===== config.mk =====
export PLATFORM = sky130hd
export DESIGN_NAME = insmem_ctrl
export DESIGN_NICKNAME = d
export VERILOG_FILES = /design/src/rtl/insmem_pkg.sv /design/src/rtl/insmem_ctrl.sv
export SDC_FILE = /design/constraint.sdc
export NUM_CORES = 1
export LEC_CHECK = 0
export BUFFER_PORTS_ARGS = -buffer_cell sky130_fd_sc_hd__buf_2
export CAP_MARGIN = 40
export CORE_MARGIN = 1
export CORE_UTILIZATION = 39
export DETAILED_ROUTE_END_ITERATION = 10
export PLACE_DENSITY = 0.79
export RECOVER_POWER = 50
export SLEW_MARGIN = 20
export SYNTH_ARGS = -nofsm -noshare
export SYNTH_HDL_FRONTEND = slang
export SYNTH_SLANG_ARGS = --single-unit

===== constraint.sdc =====
create_clock -name clka -period 2.25 [get_ports clka]
set_clock_uncertainty 0.1 [all_clocks]
set_input_delay 0.675 -clock clka [delete_from_list [all_inputs] [get_ports clka]]
set_output_delay 0.675 -clock clka [all_outputs]
set_load 0.03 [all_outputs]

===== src/rtl/insmem_pkg.sv =====
// insmem_pkg: shared defaults and FSM state encoding for the instruction
// memory controller.
//   PC_BITS_DEF / INSTR_W_DEF : default address and instruction widths
//   state_e                   : controller state (IDLE / LOAD / DONE)
package insmem_pkg;

    localparam int PC_BITS_DEF = 6;
    localparam int INSTR_W_DEF = 16;

    typedef enum logic [1:0] {
        ST_IDLE = 2'd0,
        ST_LOAD = 2'd1,
        ST_DONE = 2'd2
    } state_e;

endpackage


===== src/rtl/insmem_ctrl.sv =====
// insmem_ctrl: arbitrates the single-port instruction memory between the boot
// loader write stream and fetch read requests.
//   clka, rst_n            : clock (rising edge), async active-low reset
//   load_start/valid/last  : loader control; load_data is the word to write
//   load_ready/done/count  : loader handshake, end pulse, words written
//   fetch_req/pc           : read request; fetch_ready acknowledges it
//   fetch_valid/instr      : read return, one cycle after acceptance
//   mem_we/pc/din, mem_dout: memory pins (mem_dout registered inside memory)
//   busy                   : high while loading or signalling completion
module insmem_ctrl
    import insmem_pkg::*;
#(
    parameter int PC_BITS = PC_BITS_DEF,
    parameter int INSTR_W = INSTR_W_DEF
) (
    input  logic               clka,
    input  logic               rst_n,
    input  logic               load_start,
    input  logic               load_valid,
    input  logic               load_last,
    input  logic [INSTR_W-1:0] load_data,
    output logic               load_ready,
    output logic               load_done,
    output logic [PC_BITS:0]   load_count,
    input  logic               fetch_req,
    input  logic [PC_BITS-1:0] fetch_pc,
    output logic               fetch_ready,
    output logic               fetch_valid,
    output logic [INSTR_W-1:0] fetch_instr,
    output logic               mem_we,
    output logic [PC_BITS-1:0] mem_pc,
    output logic [INSTR_W-1:0] mem_din,
    input  logic [INSTR_W-1:0] mem_dout,
    output logic               busy
);

    localparam logic [PC_BITS-1:0] LAST_ADDR = {PC_BITS{1'b1}};

    state_e             state_q, state_d;
    logic [PC_BITS-1:0] wptr_q, wptr_d;
    logic [PC_BITS:0]   count_q, count_d;
    logic               load_ready_q, load_ready_d;
    logic               load_done_q, load_done_d;
    logic               busy_q, busy_d;
    logic               fetch_valid_q, fetch_valid_d;

    logic               wr_fire;
    logic               rd_fire;

    // Fetch is only offered in IDLE and loses to a same-cycle load_start.
    // rst_n gating keeps the combinational outputs at zero during reset.
    assign fetch_ready = rst_n && (state_q == ST_IDLE) && !load_start;
    assign rd_fire     = fetch_ready && fetch_req;
    assign wr_fire     = load_valid && load_ready_q;

    // Address mux: write and read issue are mutually exclusive by state.
    assign mem_we  = wr_fire;
    assign mem_pc  = wr_fire ? wptr_q : (rd_fire ? fetch_pc : '0);
    assign mem_din = wr_fire ? load_data : '0;

    // Memory output is already registered, so the return path only tracks
    // which cycle holds a requested word.
    assign fetch_valid = fetch_valid_q;
    assign fetch_instr = fetch_valid_q ? mem_dout : '0;

    assign load_ready = load_ready_q;
    assign load_done  = load_done_q;
    assign load_count = count_q;
    assign busy       = busy_q;

    always_comb begin
        state_d       = state_q;
        wptr_d        = wptr_q;
        count_d       = count_q;
        fetch_valid_d = rd_fire;
        case (state_q)
            ST_IDLE: begin
                if (load_start) begin
                    state_d = ST_LOAD;
                    wptr_d  = '0;
                    count_d = '0;
                end
            end
            ST_LOAD: begin
                if (wr_fire) begin
                    wptr_d  = wptr_q + 1'b1;
                    count_d = count_q + 1'b1;
                    // Stop on the final word or when the top address is filled.
                    if (load_last || (wptr_q == LAST_ADDR)) begin
                        state_d = ST_DONE;
                    end
                end
            end
            ST_DONE: state_d = ST_IDLE;
            default: state_d = ST_IDLE;
        endcase
        // Status outputs are registered copies of the next-state decode.
        load_ready_d = (state_d == ST_LOAD);
        load_done_d  = (state_d == ST_DONE);
        busy_d       = (state_d == ST_LOAD) || (state_d == ST_DONE);
    end

    always_ff @(posedge clka or negedge rst_n) begin
        if (!rst_n) begin
            state_q       <= ST_IDLE;
            wptr_q        <= '0;
            count_q       <= '0;
            load_ready_q  <= 1'b0;
            load_done_q   <= 1'b0;
            busy_q        <= 1'b0;
            fetch_valid_q <= 1'b0;
        end else begin
            state_q       <= state_d;
            wptr_q        <= wptr_d;
            count_q       <= count_d;
            load_ready_q  <= load_ready_d;
            load_done_q   <= load_done_d;
            busy_q        <= busy_d;
            fetch_valid_q <= fetch_valid_d;
        end
    end

endmodule


Word-level counts from Yosys, hierarchy flattened. Cells that the tools add are included.

Bits in registers: 19. Input bits: 44. Output and inout bits: 51. Word-level logic and storage cells: 39.

Add/subtract/negate cells: 2. Equal/unequal tests: 6. Mux-type cells: 14. Reductions and logical operators: 10.

Operators by type and width (number): $mux W16 (2); $mux W6 (4); $mux W7 (2); $pmux W7 S2 (1); $pmux W6 S2 (1); $add A7 B1 Y7 const B (1); $add A6 B1 Y6 const B (1); $eq A6 B6 Y1 const B (1); $mux W2 (3); $eq A2 B1 Y1 const B (2); $logic_and A1 B1 Y1 (4); $ne A2 B2 Y1 const B (2); $pmux W2 S2 (1); $reduce_and A3 Y1 (1); $eq A2 B2 Y1 const B (1); $logic_not A2 Y1 (1); $logic_or A1 B1 Y1 (2); $reduce_bool A2 Y1 (1); $logic_not A1 Y1 (1).

Logic depth before layout (Yosys ltp). Gate-level depths: netlist of run 1.

Word-level depth: 7. Depth in mapped cells: 7. Mapped depth without buffers: 6.

Worst setup path after synthesis of run 1. No wires, ideal clock.

Path kind: in2out. Start point: in load_start. End point: out mem_pc[0]. Arrival: 2.865 ns. Data required time: 1.475 ns. Setup slack: -1.390 ns. Stages on the path: 3. Path buffers: 0. Cells stage by stage: nor4b_1 > nand2_1 > o21ai_0.

Longest elaborated chain between the ends: 5.

RTL lines: start: declaration (RTL line insmem_ctrl.sv:18) `input logic load_start,`; $logic_not A1 Y1 (RTL line insmem_ctrl.sv:52) `assign fetch_ready = rst_n && (state_q == ST_IDLE) && !load_start;`; $logic_and A1 B1 Y1 (RTL line insmem_ctrl.sv:52); $logic_and A1 B1 Y1 (RTL line insmem_ctrl.sv:53) `assign rd_fire = fetch_ready && fetch_req;`; $mux W6 (2 in series) (RTL line insmem_ctrl.sv:58) `assign mem_pc = wr_fire ? wptr_q : (rd_fire ? fetch_pc : '0);`; end: declaration (RTL line insmem_ctrl.sv:31) `output logic [PC_BITS-1:0] mem_pc,`.

Every way passes these cells.

Worst setup path in the final report of run 1.
Start point: in load_start. End point: out mem_pc[1].

Same word-level chain as after synthesis.

==> metrics.yaml, run 1 <==
status: "finished, violations left"
violations: "negative setup slack"
hold_path_class: "flip-flop to flip-flop"
worstMarginPinSlew_ns: 1.00
rr_worst_depth: 5
powerDensity_nw_per_um2: 794
slew_headroom_pct: 33.3
finalNonFillerCells: 292
crit_required_ns: 1.47
post-place-ws_ns: -0.204
crit_path_cell_trace: "buf_8 > nor4b_4 > nand2_4 > o21ai_4 > buf_6"
routed_wl_mm: 3.62
syn-cell-area_sq_um: 1230
power_frac_seq_pct: 32.8
slew_violations: 0
grt_use_total_pct: 21.9
cts_tree: "built"
ys_top_cells_by_area: "dfrtp_1, and3_1, and2_1, nand2_1, o21ai_0"
grt_pass1_vias: 1277
synth_cell_types: 29
drcViolationCount: 0
max_stage_delay_ns: 0.31
final_nets: 297
leakagePower_nw: 1.11
synthCells: 147
avgViaCountPerCell: 4.88
yosysSeqAreaShare_pct: 38.5
fmax_mhz: 425
rrSetupSlack_ns: 0.23
critical-path-top-delay-family: "simple AND/OR/NAND/NOR gates"
cts-root-buf: "clkbuf_4"
mostFrequentLayoutCells: "buf_2, nand2_1, dfrtp_1"
crit_buf_inv: 2
clkTransAtPathRegs_ns: 0.10
synth_edf_count: 0
io_buffers: 94
rsz0062_at_grt: "true"
areaGrowthSynthToFinish_pct: 57.0
timing.rr.end: "wptr_q[3]"
cp-endpoint: "mem_pc[1]"
min_period_over_period_pct: 105
intPower_uw: 789
clkSinkCount: 19
die_x_um: 58.2
routed-via-count: 1424
worstSetupPathType: "primary input to primary output"
worst_setup_path_start_kind: "primary input"
cts_buffer_depth: 2
wire_per_inst_um: 12.4
endpoint_kind: "primary output"
hold_viol_final: 0
yosys.area.top_type: "dfrtp_1"
ir_drop_mv: 0.526
holdBufCountCts: 0
rows: 20
async_flop_share_pct: 100
dpl.cell_count: 286
synth_flop_cell: "dfrtp_1"
dpl.hpwl_mm: 2.92
yosysTopAreaCellShare_pct: 38.5
hp-start: "wptr_q[2]"
drtAntennaViolNets: 0
p_sw_uw: 749
die_h_um: 58.2
path_depth: 5
pwr-share-comb_pct: 56.2
place_congestion: 0.823
hold_ws_ns: 0.437
antenna_found_initial: 0
power_mw: 1.54
design.die.area_sq_um: 3390
grt_max_degree: 21
netSwitchingFraction_pct: 48.7
grt_pass1_wl_mm: 5.62
arrival_ns: 1.58
syn_nets: 195
drive_above_1_share_pct: 43.5
setup_violations: 6
core-area_sq_um: 3030
cts_max_level: 1
final_common_cell: "buf_2"
drtIter0Drc: 41
drt-pass1-iter-count: 4
maxCapViolations: 0
start_util_pct: 40.7
period_minus_slack_ns: 2.35
num_io_pins: 95
cp-startpoint: "load_start"
setup_slack_ns: -0.102
worstSkewPairLatency_ns: 0.29
pwr-share-clk_pct: 10.9
r2r-start: "state_q[1]"
gr-total-overflow: 0
diodes: 0
ys_ff_latch: 19
cp_slowest_cell: "nor4b_4"
cp_max_fo: 7
syn_avg_cell_area_sq_um: 8.39
yosysWarnings: 0
cts_made_buffers: 3
-- layer usage --
layer  track usage (%)  share of wire (%)  vias up
met3              4.69                7.1        2
met5                 0                  0        -
met4              3.74               0.28        0
met2              42.2                 52       64
met1              24.7                 40      638
li1                  -                  -      720
-- power by group through the flow --
stage               registers, mW  clock network (mW)  logic, mW
floorplan                   0.588                   0      0.509
global placement            0.504                   0      0.869
detailed placement          0.506                   0      0.882
CTS                         0.503               0.172      0.906
global route                0.515               0.187      0.945
finish                      0.505               0.168      0.865
-- stage by stage --
step                cell area, sq um  TNS, ns  util (%)
floorplan                       1330    -1.47         -
global placement                1880    -1.01      62.2
detailed placement              1880    -1.15      62.2
CTS                             1980   -0.750      65.2
global route                    1940   -0.688      64.0
finish                          1940   -0.523      64.0
-- how the worst min path moves through the flow --
stage / slack [ns] / end / depth (start not counted)
global route: 0.47 / wptr_q[2] / 1
global placement: 0.42 / wptr_q[2] / 1
floorplan: 0.28 / busy / 0
finish: 0.44 / wptr_q[2] / 1
detailed placement: 0.42 / wptr_q[2] / 1
CTS: 0.27 / wptr_q[4] / 2
-- sequential cells by signal (all words and copies together) (netlist names) --
signal and flops:
wptr_q 6, fetch_valid 1, load_done 1, load_ready 1, load_count 7, state_q 2, busy 1
-- synth_stat cells (2+ instances only) --
cell and count:
and2_1 17, buf_2 2, o21a_1 2, o31ai_1 2, o21ai_0 14, nand3_1 7, dfrtp_1 19, ha_1 4
nand2_1 26, and4b_1 2, inv_1 3, or3_1 3, clkbuf_1 5, a21oi_1 6, mux2i_1 3, or4_1 2
and3_1 18
-- final cells by class --
type / count / area [sq um]
Timing Repair Buffer: 105 / 577
Fill cell: 295 / 1090
Multi-Input combinational cell: 116 / 787
Sequential cell: 19 / 475
Tap cell: 44 / 55.1
Inverter: 4 / 16.3
Clock buffer: 4 / 26.3
-- timing repair --
item                                    in CTS  in global routing
gates resized for setup                     16                  0
setup buffers                                2                  0
pin swaps                                    3                  3
endpoints found under the setup margin       7                  6
-- logic make-up (layout without fill, tap and decap cells) --
logic type | Yosys count | after routing | synth area share [%]
and+or+nand+nor | 82 | 82 | 38.2
buffers and inverters | 12 | 113 | 3.95
DFF | 19 | 19 | 38.5
adders and majority gates | 4 | 4 | 4.06
muxes | 3 | 3 | 2.43
AOI/OAI and AO/OA | 27 | 27 | 12.8
Power figures use the tool's default switching activity.
==> run 2: changes to the inputs <==
==> constraint.sdc (replaced) <==
create_clock -name clka -period 2.25 [get_ports clka]
set_clock_uncertainty 0.1 [all_clocks]
set_input_delay 0.675 -clock clka [delete_from_list [all_inputs] [get_ports clka]]
set_output_delay 0.675 -clock clka [all_outputs]
set_load 0.005 [all_outputs]
==> run 2 against run 1 <==
The flow still finishes with violations (negative setup slack). Critical path depth decreased by 1. Fmax increased by 3.1%. Setup slack improved by 0.070 ns. Final area decreased by 2.5%. Clock power increased by 2%. Sequential share of layout area increased by 0.62 points. Clock-buffer cell count decreased by 1. Critical endpoint is now mem_pc[0].
==> metrics.yaml, run 2 (synthesis gave the netlist of run 1 again) <==
max_stage_delay_ns: 0.42  # +0.11 ns
hold_viol_final: 0  # unchanged
fmax_mhz: 438  # +3.1%
intPower_uw: 800  # +1.4%
routed-via-count: 1488  # +4.5%
rsz0062_at_grt: "true"
setup_slack_ns: -0.0315  # +0.0702 ns
p_sw_uw: 513  # -32%
gr-total-overflow: 0  # unchanged
cp_slowest_cell: "dfrtp_1"
drive_above_1_share_pct: 46.4  # +2.9 points
design.die.area_sq_um: 3390  # unchanged
cts_made_buffers: 3  # unchanged
drt-pass1-iter-count: 4  # unchanged
seq_area_sq_um: 475  # unchanged
place_congestion: 0.791  # -3.9%
cp_max_fo: 7  # unchanged
die_x_um: 58.2  # unchanged
final_core_util_pct: 62.4  # -1.6 points
start_util_pct: 40.7  # unchanged
final_nets: 301  # +1.3%
worstMarginPinSlew_ns: 1.01  # +0.00899 ns
areaGrowthSynthToFinish_pct: 53.1
hold_path_class: "flip-flop to flip-flop"
min_period_over_period_pct: 101  # -3.1 points
dpl.hpwl_mm: 2.92  # -0.13%
grt_use_total_pct: 21.7  # -0.21 points
drtIter0Drc: 46  # +12%
largest_reg_flops: 7  # unchanged
cts-root-buf: "clkbuf_4"
final_common_cell: "buf_2"
drcViolationCount: 0  # unchanged
crit_path_cell_trace: "nor4b_4 > nand2_2 > o21ai_1 > buf_2"
drtAntennaViolNets: 0  # unchanged
grt_pass1_wl_mm: 5.62  # unchanged
fin_setup_tns_ns: -0.0577  # +0.465 ns
leakagePower_nw: 1.15  # +3.5%
cts_buffer_depth: 2  # unchanged
diodes: 0  # unchanged
setup_violations: 5  # -1
crit_buf_inv: 1  # -1
clkSinkCount: 19  # unchanged
grt_pass1_vias: 1255  # -1.7%
power_frac_seq_pct: 38.0  # +5.2 points
power_mw: 1.31  # -15%
detailed_place.area_sq_um: 1820  # -3.7%
worst_setup_path_start_kind: "flip-flop"
wire_per_inst_um: 12.5  # +1.1%
multi_input_area_sq_um: 731  # -7.2%
worstSkewPairLatency_ns: 0.29  # about the same
final_area_sq_um: 1890  # -2.5%
slew_headroom_pct: 32.7  # -0.60 points
powerDensity_nw_per_um2: 695  # -12%
grt_max_degree: 21  # unchanged
endpoint_kind: "primary output"
pwr-share-clk_pct: 13.1  # +2.2 points
routed_wl_mm: 3.71  # +2.5%
mostFrequentLayoutCells: "buf_2, nand2_1, dfrtp_1"
maxCapViolations: 0  # unchanged
cts_max_level: 1  # unchanged
slew_violations: 0  # unchanged
io_buffers: 94  # unchanged
holdBufCountCts: 0  # unchanged
crit_required_ns: 1.47  # about the same
arrival_ns: 1.51  # -0.07 ns
pwr-share-comb_pct: 48.9  # -7.3 points
die_h_um: 58.2  # unchanged
fillers: 286  # -3.1%
status: "finished, violations left"
clkTransAtPathRegs_ns: 0.11  # about the same
post-place-ws_ns: -0.349  # -0.146 ns
ir_drop_mv: 0.400  # -24%
period_minus_slack_ns: 2.28  # -0.0702 ns
core-area_sq_um: 3030  # unchanged
netSwitchingFraction_pct: 39.1  # -9.6 points
antenna_found_initial: 0  # unchanged
cts_tree: "built"
violations: "negative setup slack"
worstSetupPathType: "flip-flop to primary output"
rows: 20  # unchanged
num_io_pins: 95  # unchanged
avgViaCountPerCell: 5.03  # +3.1%
critical-path-top-delay-family: "simple AND/OR/NAND/NOR gates"
-- run 2: cell type report --
cell class / count / share of cell area (%)
clock buffers: 3 / 1.19
clock inverters: 1 / 0.265
inverters: 4 / 0.795
multi-input cells: 116 / 38.7
flip-flops and latches: 19 / 25.2
well taps: 44 / 2.91
repair buffers: 109 / 31.0
-- run 2: worst register-to-register path: stages, from the launching register on --
cell and delay [ns]:
dfrtp_1 0.42, buf_4 0.14, buf_4 0.15, or3b_2 0.48, o21a_1 0.13, and2_1 0.16, ha_1 0.27, inv_1 0.03
-- run 2: routing by layer --
metal  share of wire (%)  vias to the layer above  track usage [%]
met5                   0                        -                0
met4                 1.2                        0             5.78
met3                 6.5                        6             3.35
met2                  52                       55             39.7
met1                  40                      698             26.2
li1                    -                      729                -
-- run 2: what timing repair did --
action / CTS / global route
endpoints found under the hold margin: 0 / 0
setup endpoints to repair: 7 / 6
pin swaps: 6 / 4
gates cloned: 0 / 0
resized for setup: 10 / 1
buffers inserted: 1 / 2
-- run 2: path summary, 6_finish.rpt --
check / from / to / slack, ns / cells past startpoint
worst min register to register: wptr_q[2] / wptr_q[2] / 0.44 / 1
worst max register to register: state_q[0] / busy / 0.29 / 7
max in group asynchronous: rst_n / load_ready / 0.89 / 2
worst min-delay path: wptr_q[2] / wptr_q[2] / 0.44 / 1
worst max-delay path: state_q[0] / mem_pc[0] / -0.03 / 4
min in group asynchronous: rst_n / load_count[6] / 0.55 / 2
-- run 2: stage by stage --
| step | std cells | hold WS (ns) |
|---|---|---|
| 5_1_grt | 296 | 0.454 |
| 6_report | 296 | 0.443 |
| 2_1_floorplan | 147 | 0.279 |
| 4_1_cts | 294 | 0.277 |
| 3_5_place_dp | 289 | 0.419 |
| 3_3_place_gp | 289 | 0.420 |
-- run 2: power by group through the flow --
stage          Clock, mW  Combinational, mW  Sequential [mW]
6_report           0.172              0.641            0.499
5_1_grt            0.191              0.726            0.510
4_1_cts            0.177              0.628            0.496
3_5_place_dp           0              0.618            0.495
3_3_place_gp           0              0.608            0.496
2_1_floorplan          0              0.324            0.501
